### config.mk
export PLATFORM = sky130hd
export DESIGN_NAME = vslc_servo_cfg
export DESIGN_NICKNAME = d
export VERILOG_FILES = /design/src/rtl/vslc_servo_cfg.sv
export SDC_FILE = /design/constraint.sdc
export NUM_CORES = 1
export LEC_CHECK = 0
export ABC_AREA = 1
export CAP_MARGIN = 20
export CORE_AREA = 2 2 90 92
export DETAILED_ROUTE_END_ITERATION = 10
export DIE_AREA = 0 0 92 94
export PLACE_DENSITY = 0.58
export SLEW_MARGIN = 25
export SYNTH_ARGS = -nofsm -noshare
export SYNTH_HDL_FRONTEND = slang
export SYNTH_SLANG_ARGS = --single-unit
### constraint.sdc
create_clock -name clk -period 1.53 [get_ports clk]
set_input_delay 0.306 -clock clk [delete_from_list [all_inputs] [get_ports clk]]
set_output_delay 0.306 -clock clk [all_outputs]
set_load 0.005 [all_outputs]
### src/rtl/vslc_servo_cfg.sv
// vslc_servo_cfg: configuration front end for the servo pulse generator.
// Byte writes load shadow registers. A COMMIT copies the whole shadow set
// into the active outputs in one edge, at the next servo period boundary
// (rising edge of servo_fb), or on the next edge if the generator is off.
// Optional build macro: VSLC_SERVO_CFG_READBACK_EN adds a registered
// readback port (rd_addr/rd_data) for the shadow registers and status.
module vslc_servo_cfg #(
    parameter logic [7:0]  DEF_SET   = 8'd0,
    parameter logic [7:0]  DEF_RESET = 8'd0,
    parameter logic [15:0] DEF_FREQ  = 16'hFFFF
) (
    input  logic        clk,
    input  logic        rst_n,
    input  logic        wr_valid,
    output logic        wr_ready,
    input  logic [2:0]  wr_addr,
    input  logic [7:0]  wr_data,
    input  logic        servo_fb,
    output logic [7:0]  servo_set_val,
    output logic [7:0]  servo_reset_val,
    output logic [15:0] servo_freq_val,
    output logic        servo_enabled,
    output logic        servo_value,
    output logic        commit_pending,
    output logic        cfg_err
`ifdef VSLC_SERVO_CFG_READBACK_EN
    ,
    input  logic [2:0]  rd_addr,
    output logic [7:0]  rd_data
`endif
);

    logic [7:0]  shadowSet_q,   shadowSet_d;
    logic [7:0]  shadowReset_q, shadowReset_d;
    logic [15:0] shadowFreq_q,  shadowFreq_d;
    logic        shadowEn_q,    shadowEn_d;
    logic        shadowVal_q,   shadowVal_d;

    logic [7:0]  activeSet_q,   activeSet_d;
    logic [7:0]  activeReset_q, activeReset_d;
    logic [15:0] activeFreq_q,  activeFreq_d;
    logic        activeEn_q,    activeEn_d;
    logic        activeVal_q,   activeVal_d;

    logic        pending_q, pending_d;
    logic        err_q,     err_d;
    logic        fb_q;

    logic        wrAccept;
    logic        fbRise;
    logic        commitOk;
    logic        errSet;
    logic        errClr;

    // Writes are held off while a commit waits, so the shadow set being
    // applied cannot change underneath it.
    assign wrAccept = wr_valid && !pending_q;
    assign fbRise   = servo_fb && !fb_q;
    assign commitOk = (shadowFreq_q >= {8'b0, shadowSet_q}) &&
                      (shadowFreq_q >= {8'b0, shadowReset_q});

    // Next-state: pending commit application, then shadow writes/commands.
    always_comb begin
        shadowSet_d   = shadowSet_q;
        shadowReset_d = shadowReset_q;
        shadowFreq_d  = shadowFreq_q;
        shadowEn_d    = shadowEn_q;
        shadowVal_d   = shadowVal_q;
        activeSet_d   = activeSet_q;
        activeReset_d = activeReset_q;
        activeFreq_d  = activeFreq_q;
        activeEn_d    = activeEn_q;
        activeVal_d   = activeVal_q;
        pending_d     = pending_q;
        err_d         = err_q;
        errSet        = 1'b0;
        errClr        = 1'b0;

        if (pending_q && (fbRise || !activeEn_q)) begin
            activeSet_d   = shadowSet_q;
            activeReset_d = shadowReset_q;
            activeFreq_d  = shadowFreq_q;
            activeEn_d    = shadowEn_q;
            activeVal_d   = shadowVal_q;
            pending_d     = 1'b0;
        end

        if (wrAccept) begin
            case (wr_addr)
                3'd0: shadowSet_d         = wr_data;
                3'd1: shadowReset_d       = wr_data;
                3'd2: shadowFreq_d[7:0]   = wr_data;
                3'd3: shadowFreq_d[15:8]  = wr_data;
                3'd4: begin
                    shadowEn_d  = wr_data[0];
                    shadowVal_d = wr_data[1];
                end
                3'd5: begin
                    if (commitOk) pending_d = 1'b1;
                    else          errSet    = 1'b1;
                end
                3'd6: errClr = 1'b1;
                3'd7: errSet = 1'b1;
                default: ;
            endcase
        end

        if (errClr) err_d = 1'b0;
        if (errSet) err_d = 1'b1;
    end

    // State registers with synchronous active-low reset.
    always_ff @(posedge clk) begin
        if (!rst_n) begin
            shadowSet_q   <= DEF_SET;
            shadowReset_q <= DEF_RESET;
            shadowFreq_q  <= DEF_FREQ;
            shadowEn_q    <= 1'b0;
            shadowVal_q   <= 1'b0;
            activeSet_q   <= DEF_SET;
            activeReset_q <= DEF_RESET;
            activeFreq_q  <= DEF_FREQ;
            activeEn_q    <= 1'b0;
            activeVal_q   <= 1'b0;
            pending_q     <= 1'b0;
            err_q         <= 1'b0;
            fb_q          <= 1'b1;
        end else begin
            shadowSet_q   <= shadowSet_d;
            shadowReset_q <= shadowReset_d;
            shadowFreq_q  <= shadowFreq_d;
            shadowEn_q    <= shadowEn_d;
            shadowVal_q   <= shadowVal_d;
            activeSet_q   <= activeSet_d;
            activeReset_q <= activeReset_d;
            activeFreq_q  <= activeFreq_d;
            activeEn_q    <= activeEn_d;
            activeVal_q   <= activeVal_d;
            pending_q     <= pending_d;
            err_q         <= err_d;
            fb_q          <= servo_fb;
        end
    end

    assign wr_ready        = !pending_q;
    assign servo_set_val   = activeSet_q;
    assign servo_reset_val = activeReset_q;
    assign servo_freq_val  = activeFreq_q;
    assign servo_enabled   = activeEn_q;
    assign servo_value     = activeVal_q;
    assign commit_pending  = pending_q;
    assign cfg_err         = err_q;

`ifdef VSLC_SERVO_CFG_READBACK_EN
    logic [7:0] rdData_q, rdData_d;

    // Readback mux over the shadow registers and status bits.
    always_comb begin
        rdData_d = 8'd0;
        case (rd_addr)
            3'd0: rdData_d = shadowSet_q;
            3'd1: rdData_d = shadowReset_q;
            3'd2: rdData_d = shadowFreq_q[7:0];
            3'd3: rdData_d = shadowFreq_q[15:8];
            3'd4: rdData_d = {6'b0, shadowVal_q, shadowEn_q};
            3'd5: rdData_d = {6'b0, err_q, pending_q};
            default: rdData_d = 8'd0;
        endcase
    end

    // Registered read data, one cycle behind rd_addr.
    always_ff @(posedge clk) begin
        if (!rst_n) rdData_q <= 8'd0;
        else        rdData_q <= rdData_d;
    end

    assign rd_data = rdData_q;
`endif

endmodule

==> out/metrics.cfg <==
[pwr]
p_int_mw = 2.826
power_frac_comb = 0.094
peakVddDrop_uv = 492.2
power.density_mw_per_mm2 = 932.0
switching_share = 0.2531
clock_power_share = 0.395
p_sw_mw = 0.9578
pwr-share-seq = 0.512
p_leak_nw = 1.712

[synthesis]
yosys_warnings = 0
synth_cell_types = 23
synth-seq-cells = 71
ys_seq_area_frac = 0.4844
syn_inst = 379
avgSynthCellArea_um2 = 7.742
syn_nets = 410
syn-cell-area_mm2 = 0.002934

[route]
firstDrtPassIters = 4
ant_nets = 0
drt_iter0_drc = 154
drt_wl_total_mm = 6.855
via_per_inst = 4.694
wire_per_inst_um = 12.55
dr_total_vias = 2563
drc_errors = 0

[cts]
cts_tree = built
clock_latency_ns = 0.34
clk_pin_slew_ns = 0.08
cts-buffers-inserted = 9
ctsHoldBuffers = 0
htree_levels = 3
clock-sinks = 71
root_buffer = clkbuf_8
clk_path_buf_depth = 2

[sta]
hold_ws_ns = 0.4199
postLayoutSetupSlackWorst_ns = 0.04101
final.period_utilization = 0.9732
worstMarginPinSlew_ns = 0.2891
grt_setup_unrepaired = true
max_freq_mhz = 671.6
setup_viol = 0
finalHoldViolations = 0
slew_headroom = 0.8067
final_max_slew_viol_count = 0
clock_skew_ns = 0.007237
finalCriticalPeriod_ns = 1.489

[hold_path]
whs_endpoint = fb_q
hold-path-cell-count = 3
hp-start = rst_n
hold_path_class = in2reg

[floorplanning]
io_pins = 52
core-area_mm2 = 0.007607
floorplan.die_area_mm2 = 0.008648
placementRows = 32
die_y_um = 94
die_w_um = 92
start_util = 0.3857

[critical_path]
r2r_start = shadowFreq_q[7]
crit_chain = clkdlybuf4s50_1
critPathArrivalTime_ns = 1.18
crit_slowest_cell = clkdlybuf4s50_1
crit_type = reg2out
critical_path_required_ns = 1.22
crit_buf_inv = 1
r2r_cells = 10
r2r_slack_ns = 0.09
critPathTopFamily = buffers and inverters
crit_path_start_kind = flop
max_stage_delay_ns = 0.50
crit_path_end_kind = output port
crit_start = cfg_err
r2r_end = cfg_err
critPathMaxFanout = 2

[finish]
utilization = 0.5337
final_common_cell = nand2_1
drive_above_1_share = 0.2320
register_area_mm2 = 0.001469
fillers = 728
diodes = 0
fin_nets = 470
design_area_mm2 = 0.004060
final_cell_mix = nand2_1, dfxtp_1, clkdlybuf4s50_1
area_delta_synth_final_pct = 38.38
multi_input_area_mm2 = 0.001464

[placement]
hpwl_mm = 4.765
place_area_mm2 = 0.003596
dp_slack_ns = -0.2196
gp_congestion = 0.8708
numPortBuffers = 51

[grt]
grt-ovfl-total = 0
grt_pass1_wl_mm = 11.32
grt_pass1_vias = 2335
antenna_found_initial = 0
grtUsageTotal = 0.1655
grt_max_degree = 70

[status]
status = finished, final reports clean

[flow_run]
drv_cap = 0

[state kept, by name, indices dropped and copies added (netlist names)]
| name | cells |
|---|---|
| servo_set_val | 8 |
| cfg_err | 1 |
| servo_enabled | 1 |
| shadowFreq_q | 16 |
| shadowEn_q | 1 |
| servo_value | 1 |
| shadowVal_q | 1 |
| shadowReset_q | 8 |
| fb_q | 1 |
| commit_pending | 1 |
| servo_freq_val | 16 |
| shadowSet_q | 8 |
| servo_reset_val | 8 |
[worst max-delay path by stage]
stage | end | slack [ns] | cells past startpoint
after floorplan | cfg_err | 0.25 | 8
after global placement | servo_set_val[6] | -0.17 | 8
after detailed placement | servo_enabled | -0.22 | 9
after CTS | cfg_err | 0.006 | 10
after global routing | cfg_err | -0.05 | 8
final | cfg_err | 0.04 | 1
[metal layers]
layer / share of wire / global-route usage / vias up
met5: 0 / 0 / -
met4: 0.017 / 0.08085 / 0
met3: 0.042 / 0.02648 / 12
met2: 0.46 / 0.2549 / 56
met1: 0.48 / 0.2262 / 1138
li1: - / - / 1357
[through the flow]
| stage | power, mW | std cells | setup TNS (ns) |
|---|---|---|---|
| 5_1_grt | 3.968 | 546 | -0.09546 |
| 3_3_place_gp | 2.287 | 527 | -7.492 |
| 3_5_place_dp | 2.294 | 527 | -8.574 |
| 6_report | 3.784 | 546 | 0 |
| 4_1_cts | 3.786 | 545 | 0 |
| 2_1_floorplan | 2.140 | 379 | 0 |
[layout make-up]
cell class                 instances  share of cell area
clock inverter                     7             0.01787
tap                              102             0.03143
sequential                        71              0.3618
clock buffer                       9             0.03051
inverter                          37             0.03544
multi-input combinational        254              0.3606
timing repair buffer              66              0.1624
[cell usage after synthesis]
cell type	count	area, µm²
nor3_4	1	16.27
nor2_4	2	22.52
buf_4	3	22.52
o21ai_1	3	15.01
a21o_1	1	7.510
dfxtp_1	71	1421
inv_2	3	11.26
nand2_2	1	6.260
clkbuf_1	10	37.54
nand4_1	1	6.260
ha_1	16	200.2
o21bai_1	1	7.510
o211ai_1	3	22.52
nand3_1	33	165.2
nand2_1	92	345.3
o21ai_0	35	175.2
nor2_1	26	97.59
inv_4	1	6.260
nor2_2	2	12.51
buf_6	1	11.26
a21oi_1	37	185.2
buf_2	3	15.01
inv_1	33	123.9
[worst reg2reg max path: stages (launching register included)]
cell and delay [ns]:
dfxtp_2 0.36, ha_4 0.28, nand2_2 0.07, nor2_4 0.12, nand2_1 0.07, nand2_1 0.07
nor2_1 0.04, nand2_1 0.10, nand3_1 0.09, nand2_1 0.08, a21oi_2 0.06
[logic make-up after synthesis]
logic type               count (synthesis)  share of synthesized area
AO/OA/AOI/OAI                           80                     0.1407
adder cells (fa/ha/maj)                 16                    0.06823
AND/OR/NAND/NOR                        158                     0.2290
flip-flops                              71                     0.4844
buffers and inverters                   54                    0.07761
[power by group through the flow]
stage	sequential [mW]	combinational (mW)	clock, mW
final	1.94	0.355	1.49
after global routing	1.94	0.403	1.62
after CTS	1.93	0.322	1.53
after detailed placement	1.97	0.320	0
after global placement	1.97	0.313	0
after floorplan	1.97	0.171	0
[what timing repair did]
| item | CTS | global route |
|---|---|---|
| setup buffers | 2 | 1 |
| pin swaps | 0 | 24 |
| setup endpoints to repair | 4 | 22 |
| gates resized for setup | 6 | 73 |
Note: power is estimated with default switching activity, not from simulation.
